### config.mk
export PLATFORM = sky130hd
export DESIGN_NAME = if_fetch_ctrl_flat
export DESIGN_NICKNAME = d
export VERILOG_FILES = /design/src/rtl/cpu_pipe_pkg.sv /design/src/rtl/if_fetch_ctrl_if.sv /design/src/rtl/if_skid_buf.sv /design/src/rtl/if_fetch_ctrl.sv /design/src/flat_wrapper.sv
export SDC_FILE = /design/constraint.sdc
export NUM_CORES = 1
export LEC_CHECK = 0
export ABC_AREA = 1
export CAP_MARGIN = 40
export CELL_PAD_IN_SITES_DETAIL_PLACEMENT = 1
export CELL_PAD_IN_SITES_GLOBAL_PLACEMENT = 1
export CORE_MARGIN = 5
export CORE_UTILIZATION = 37
export DETAILED_ROUTE_END_ITERATION = 8
export GPL_TIMING_DRIVEN = 0
export HOLD_SLACK_MARGIN = 0.06
export PLACE_DENSITY_LB_ADDON = 0.1
export RECOVER_POWER = 25
export SLEW_MARGIN = 25
export SYNTH_ARGS = -nofsm -noshare
export SYNTH_HDL_FRONTEND = slang
export SYNTH_SLANG_ARGS = --single-unit
### constraint.sdc
create_clock -name clk_i -period 2.3 [get_ports clk_i]
set_input_delay 0.345 -clock clk_i [delete_from_list [all_inputs] [get_ports clk_i]]
set_output_delay 0.345 -clock clk_i [all_outputs]
set_load 0.01 [all_outputs]
### src/rtl/cpu_pipe_pkg.sv
// rtl/cpu_pipe_pkg.sv - shared fetch-stage types and constants
package cpu_pipe_pkg;

    typedef enum logic [1:0] {
        IDLE = 2'd0,
        REQ  = 2'd1,
        HOLD = 2'd2
    } fetch_state_e;

    localparam logic [31:0] NOP_INSTR = 32'h0000_0000;
    localparam logic [31:0] PC_STEP   = 32'd4;
    localparam logic [31:0] PC_RESET  = 32'h0000_0000;

endpackage

### src/rtl/if_fetch_ctrl_if.sv
// rtl/if_fetch_ctrl_if.sv - instruction-memory request/ack handshake
interface if_fetch_ctrl_if;

    logic        req;
    logic [31:0] addr;
    logic        ack;
    logic [31:0] data;

    modport master (output req, output addr, input ack, input data);
    modport slave  (input req, input addr, output ack, output data);

endinterface

### src/rtl/if_skid_buf.sv
// rtl/if_skid_buf.sv - single-entry PC/instruction buffer used while IF/ID is stalled
module if_skid_buf
    import cpu_pipe_pkg::*;
(
    input  logic        clk_i,
    input  logic        rst_i,
    input  logic        load,
    input  logic        clear,
    input  logic [31:0] pc_in,
    input  logic [31:0] instr_in,
    output logic        valid,
    output logic [31:0] pc,
    output logic [31:0] instr
);

    always_ff @(posedge clk_i or negedge rst_i) begin
        if (!rst_i) begin
            valid <= 1'b0;
            pc    <= '0;
            instr <= NOP_INSTR;
        end else if (clear) begin
            valid <= 1'b0;
            pc    <= '0;
            instr <= NOP_INSTR;
        end else if (load) begin
            valid <= 1'b1;
            pc    <= pc_in;
            instr <= instr_in;
        end
    end

endmodule

### src/rtl/if_fetch_ctrl.sv
// rtl/if_fetch_ctrl.sv - IF stage: PC, imem handshake, IF/ID register; IF_FETCH_PERF_EN adds stall/flush counters
module if_fetch_ctrl
    import cpu_pipe_pkg::*;
(
    input  logic                   clk_i,
    input  logic                   rst_i,
    input  logic                   PCWrite_i,
    input  logic                   IFIDStall_i,
    input  logic                   IFFlush_i,
    input  logic                   PCSrc_i,
    input  logic [31:0]            BranchTarget_i,
    if_fetch_ctrl_if.master        imem,
    output logic [31:0]            IFID_PC_o,
    output logic [31:0]            IFID_Instr_o,
    output logic                   IFID_Valid_o,
    output logic                   FetchBusy_o,
    output logic [31:0]            StallCnt_o,
    output logic [31:0]            FlushCnt_o
);

    fetch_state_e state_q, state_d;
    logic [31:0]  pc_q, pc_d, redir_q, redir_d;
    logic         squash_q, squash_d;
    logic [31:0]  pc_inc, pc_adv;
    logic         kill;
    logic         ifid_ld, ifid_valid_d;
    logic [31:0]  ifid_pc_d, ifid_instr_d;
    logic         buf_load, buf_clear, buf_valid;
    logic [31:0]  buf_pc, buf_instr;

    assign pc_inc      = pc_q + PC_STEP;
    assign pc_adv      = PCWrite_i ? pc_inc : pc_q;
    assign kill        = PCSrc_i | IFFlush_i;
    assign imem.req    = (state_q == REQ);
    assign imem.addr   = pc_q;
    assign FetchBusy_o = (state_q == REQ) & ~imem.ack;

    if_skid_buf u_skid (
        .clk_i    (clk_i),
        .rst_i    (rst_i),
        .load     (buf_load),
        .clear    (buf_clear),
        .pc_in    (pc_inc),
        .instr_in (imem.data),
        .valid    (buf_valid),
        .pc       (buf_pc),
        .instr    (buf_instr)
    );

    always_ff @(posedge clk_i or negedge rst_i) begin
        if (!rst_i) begin
            state_q  <= IDLE;
            pc_q     <= PC_RESET;
            redir_q  <= '0;
            squash_q <= 1'b0;
        end else begin
            state_q  <= state_d;
            pc_q     <= pc_d;
            redir_q  <= redir_d;
            squash_q <= squash_d;
        end
    end

    always_comb begin
        state_d      = state_q;
        pc_d         = pc_q;
        redir_d      = redir_q;
        squash_d     = squash_q;
        ifid_ld      = 1'b0;
        ifid_pc_d    = '0;
        ifid_instr_d = NOP_INSTR;
        ifid_valid_d = 1'b0;
        buf_load     = 1'b0;
        buf_clear    = 1'b0;
        case (state_q)
            IDLE: begin
                state_d = REQ;
                ifid_ld = kill;
            end
            REQ: begin
                if (imem.ack) begin
                    if (PCSrc_i) begin
                        pc_d     = BranchTarget_i;
                        squash_d = 1'b0;
                        ifid_ld  = 1'b1;
                    end else if (squash_q) begin
                        // returning word belongs to the abandoned path
                        pc_d     = redir_q;
                        squash_d = 1'b0;
                        ifid_ld  = kill | ~IFIDStall_i;
                    end else if (IFFlush_i) begin
                        pc_d    = pc_adv;
                        ifid_ld = 1'b1;
                    end else if (IFIDStall_i) begin
                        buf_load = 1'b1;
                        state_d  = HOLD;
                    end else begin
                        ifid_ld      = 1'b1;
                        ifid_pc_d    = pc_inc;
                        ifid_instr_d = imem.data;
                        ifid_valid_d = 1'b1;
                        pc_d         = pc_adv;
                    end
                end else begin
                    // address must stay put until ack, so defer the redirect
                    if (PCSrc_i) begin
                        redir_d  = BranchTarget_i;
                        squash_d = 1'b1;
                    end
                    ifid_ld = kill | ~IFIDStall_i;
                end
            end
            HOLD: begin
                if (kill) begin
                    buf_clear = 1'b1;
                    ifid_ld   = 1'b1;
                    pc_d      = PCSrc_i ? BranchTarget_i : pc_adv;
                    state_d   = REQ;
                end else if (!IFIDStall_i) begin
                    buf_clear    = 1'b1;
                    ifid_ld      = 1'b1;
                    ifid_pc_d    = buf_pc;
                    ifid_instr_d = buf_instr;
                    ifid_valid_d = buf_valid;
                    pc_d         = pc_adv;
                    state_d      = REQ;
                end
            end
            default: state_d = IDLE;
        endcase
    end

    always_ff @(posedge clk_i or negedge rst_i) begin
        if (!rst_i) begin
            IFID_PC_o    <= '0;
            IFID_Instr_o <= NOP_INSTR;
            IFID_Valid_o <= 1'b0;
        end else if (ifid_ld) begin
            IFID_PC_o    <= ifid_pc_d;
            IFID_Instr_o <= ifid_instr_d;
            IFID_Valid_o <= ifid_valid_d;
        end
    end

`ifdef IF_FETCH_PERF_EN
    logic [31:0] stall_cnt_q, flush_cnt_q;

    always_ff @(posedge clk_i or negedge rst_i) begin
        if (!rst_i) begin
            stall_cnt_q <= '0;
            flush_cnt_q <= '0;
        end else begin
            if (IFIDStall_i && state_q != IDLE && stall_cnt_q != 32'hFFFF_FFFF)
                stall_cnt_q <= stall_cnt_q + 32'd1;
            if (PCSrc_i && flush_cnt_q != 32'hFFFF_FFFF)
                flush_cnt_q <= flush_cnt_q + 32'd1;
        end
    end

    assign StallCnt_o = stall_cnt_q;
    assign FlushCnt_o = flush_cnt_q;
`else
    assign StallCnt_o = '0;
    assign FlushCnt_o = '0;
`endif

endmodule

### src/flat_wrapper.sv
// flat-port wrapper written by rule: the top's interface ports become plain ports
module if_fetch_ctrl_flat import cpu_pipe_pkg::*;
  (clk_i, rst_i, PCWrite_i, IFIDStall_i, IFFlush_i, PCSrc_i, BranchTarget_i, IFID_PC_o, IFID_Instr_o, IFID_Valid_o, FetchBusy_o, StallCnt_o, FlushCnt_o, imem_req, imem_addr, imem_ack, imem_data);
  if_fetch_ctrl_if imem_i ();
  input  logic clk_i;
  input  logic rst_i;
  input  logic PCWrite_i;
  input  logic IFIDStall_i;
  input  logic IFFlush_i;
  input  logic PCSrc_i;
  input  logic [31:0] BranchTarget_i;
  output logic [31:0] IFID_PC_o;
  output logic [31:0] IFID_Instr_o;
  output logic IFID_Valid_o;
  output logic FetchBusy_o;
  output logic [31:0] StallCnt_o;
  output logic [31:0] FlushCnt_o;
  output wire logic [$bits(imem_i.req)-1:0] imem_req;
  output wire logic [$bits(imem_i.addr)-1:0] imem_addr;
  input wire logic [$bits(imem_i.ack)-1:0] imem_ack;
  input wire logic [$bits(imem_i.data)-1:0] imem_data;
  assign imem_req = imem_i.req;
  assign imem_addr = imem_i.addr;
  assign imem_i.ack = imem_ack;
  assign imem_i.data = imem_data;
  if_fetch_ctrl u_core (.clk_i(clk_i), .rst_i(rst_i), .PCWrite_i(PCWrite_i), .IFIDStall_i(IFIDStall_i), .IFFlush_i(IFFlush_i), .PCSrc_i(PCSrc_i), .BranchTarget_i(BranchTarget_i), .imem(imem_i), .IFID_PC_o(IFID_PC_o), .IFID_Instr_o(IFID_Instr_o), .IFID_Valid_o(IFID_Valid_o), .FetchBusy_o(FetchBusy_o), .StallCnt_o(StallCnt_o), .FlushCnt_o(FlushCnt_o));
endmodule
==> summary.txt <==
Largest cells by area after synthesis = dfrtp_1, nand2_1, inv_1
CP endpoint kind = output pin
RSZ-0062 raised after global routing = yes
Clock skew = 20.01 ps
Max rail drop VDD = 504.6 uV
CP Cell Sequence = inv_1, ha_1, buf_4, inv_1, nor2_4, dlygate4sd2_1
Syn_area_per_cell = 7.514 um^2
Final period demand of the worst path = 2223 ps
Share of the cycle needed by the critical path after routing = 0.9666
Hold Path Class = primary input to asynchronous set/reset pin
Seq/Total Area, Yosys = 0.4454
Die area = 33470 um^2
Area of the multi-input gates = 4870 um^2
Post-synthesis cell type count = 31
Mapped Area = 11070 um^2
Final Slew Violations = 0
Worst-Skew Late Latency = 450 ps
Antenna diodes = 0
First-pass GRT wire length = 63500 um
Status = completed
Max-capacitance violation count = 0
DR vias = 10870
Worst-Margin Slew = 776.3 ps
Final hold viol count = 0
Family with the most delay on the worst path = buffers and inverters
Final Setup Violations = 0
Clock sinks = 197
Slew HR = 0.4825
Setup TNS = 0 ps
Fin Hold WS = 403.8 ps
CP max-delay cell = dfrtp_1
Most common cell after layout, fill and taps aside = nand2_1
Largest fanout on the critical path = 7
Layout cells sized above 1 = 0.1198
Final ANT Viol Nets = 0
Total track usage = 0.2397
Max Freq = 0.4498 GHz
Number of I/O pins = 234
Global route overflow = 0
Synthesis warning total = 0
Avg Vias per Cell = 5.092
Initial Util = 0.3744
Critical path data required time = 1960 ps
CP bufs+invs = 4
Crit-path most repeated cell = inv_1
Register bit total from synthesis = 197
CP Launch Type = register
Post-route DRC = 0
DP HPWL = 31190 um
Largest net degree at the start of global routing = 86
FF+latch area = 4935 um^2
CTS Buf Count = 17
Core box area = 29560 um^2
Initial antenna violation count = 0
Initial DRC count = 761
Synth Instances = 1473
Leading area contributor after synthesis = dfrtp_1
Critical Path Max Stage Delay = 410 ps
1st-pass router iterations = 5
P_leak = 6.721 nW
Post-detailed-route wirelength per cell = 18.99 um
Number of global-route vias before repair = 11280
CTS Buffer Depth = 2
Die width = 183.0 um
Design Power = 0.01542 W
# nets final = 1807
Synth top area share = 0.4454
Commonest cells after routing, fill and taps aside = nand2_1, dfrtp_1, inv_1, clkdlybuf4s50_1, nand3_1
Power Density = 1078 nW/um^2
RePlAce Congestion = 0.9235
Total Wirelength = 40530 um
Worst-path clk slew = 90 ps
CTS tree = built
Row Count = 63
CTS root buf = clkbuf_16
Filler cell count = 3710
Port bufs = 167
H-tree depth = 4
Layout area overhead = 29.32%
Worst Path Arrival = 1880 ps
WS Path Type = register to output pin
Die height = 183.0 um
## power by group
group	leakage, nW	switching [W]	internal [W]
Combinational	3.87	0.00403	0.00232
Sequential	2.53	0.00109	0.00456
Clock	0.320	0.00171	0.00172
Total	6.72	0.00682	0.00860
## through the flow
stage,setup WS [ps],utilization,instances,instance area (um^2)
4_1_cts,13.76,0.4818,2128,14240
3_3_place_gp,-7900,0.4555,2093,13460
6_report,76.92,0.4842,2134,14310
2_1_floorplan,390.5,-,1536,11300
3_5_place_dp,-322.6,0.4575,2095,13520
5_1_grt,-9.392,0.4842,2134,14310
## cells in the mapped netlist (all sizes together)
cell type,number
a21oi,87
a22oi,53
a31oi,2
a32oi,3
buf,116
clkbuf,33
clkinv,1
conb,1
dfrtp,197
ha,5
inv,186
nand2,364
nand3,117
nand3b,1
nand4,1
nor2,103
o211ai,5
o21ai,106
o22ai,81
xor2,11
## cell type report
class	count	share of cell area
tap	390	0.03409
buffer	149	0.06250
clock buffer	17	0.02972
inverter	187	0.04921
clock inverter	15	0.01617
timing repair buffer	176	0.1233
multi-input combinational	1003	0.3402
sequential	197	0.3448
## routing by layer
layer | global-route usage | wire (um) | share of wire | up-vias
met5 | 0 | 0 | 0 | -
met4 | 0.07271 | 966 | 0.024 | 0
met3 | 0.02519 | 1943 | 0.048 | 38
met2 | 0.3974 | 18890 | 0.47 | 317
met1 | 0.3331 | 18730 | 0.46 | 5310
li1 | - | - | - | 5202
## repair_timing
action                                  4_1_cts  5_1_grt
cloned                                        0        0
hold endpoints to repair                     58        0
hold buffers                                  1        0
endpoints found under the setup margin       54      101
buffers inserted                              0        6
pin swaps                                     0        3
gates resized for setup                      18       21
## state kept, by name, summed over array words and instances (netlist names)
signal / count
u_core.IFID_Instr_o: 32
u_core.IFID_PC_o: 32
u_core.imem.addr: 32
u_core.redir_q: 32
u_core.u_skid.instr: 32
u_core.u_skid.pc: 32
u_core.state_q: 2
u_core.IFID_Valid_o: 1
u_core.squash_q: 1
u_core.u_skid.valid: 1
## cells by family after synthesis
| family | synth area share |
|---|---|
| simple gates | 0.2209 |
| compound gates | 0.1766 |
| buf+inv | 0.1424 |
| flops | 0.4454 |
| xor+xnor | 0.008704 |
| fa+ha+maj | 0.005652 |
| other cells | 0.0003388 |
## final timing paths
kind                               startpoint                       to  slack, ps  cells after the start
setup / recovery            u_core.state_q[1]              FetchBusy_o         80                      6
hold / removal                          rst_i  u_core.IFID_Instr_o[26]        400                      2
setup reg to reg            u_core.state_q[1]     u_core.imem.addr[30]        160                     11
hold reg to reg            u_core.redir_q[28]       u_core.redir_q[28]        480                      2
max in group asynchronous               rst_i     u_core.IFID_PC_o[29]        680                      3
min in group clk_i                    PCSrc_i        u_core.redir_q[6]        440                      5
(Power assumes the default switching activity.)
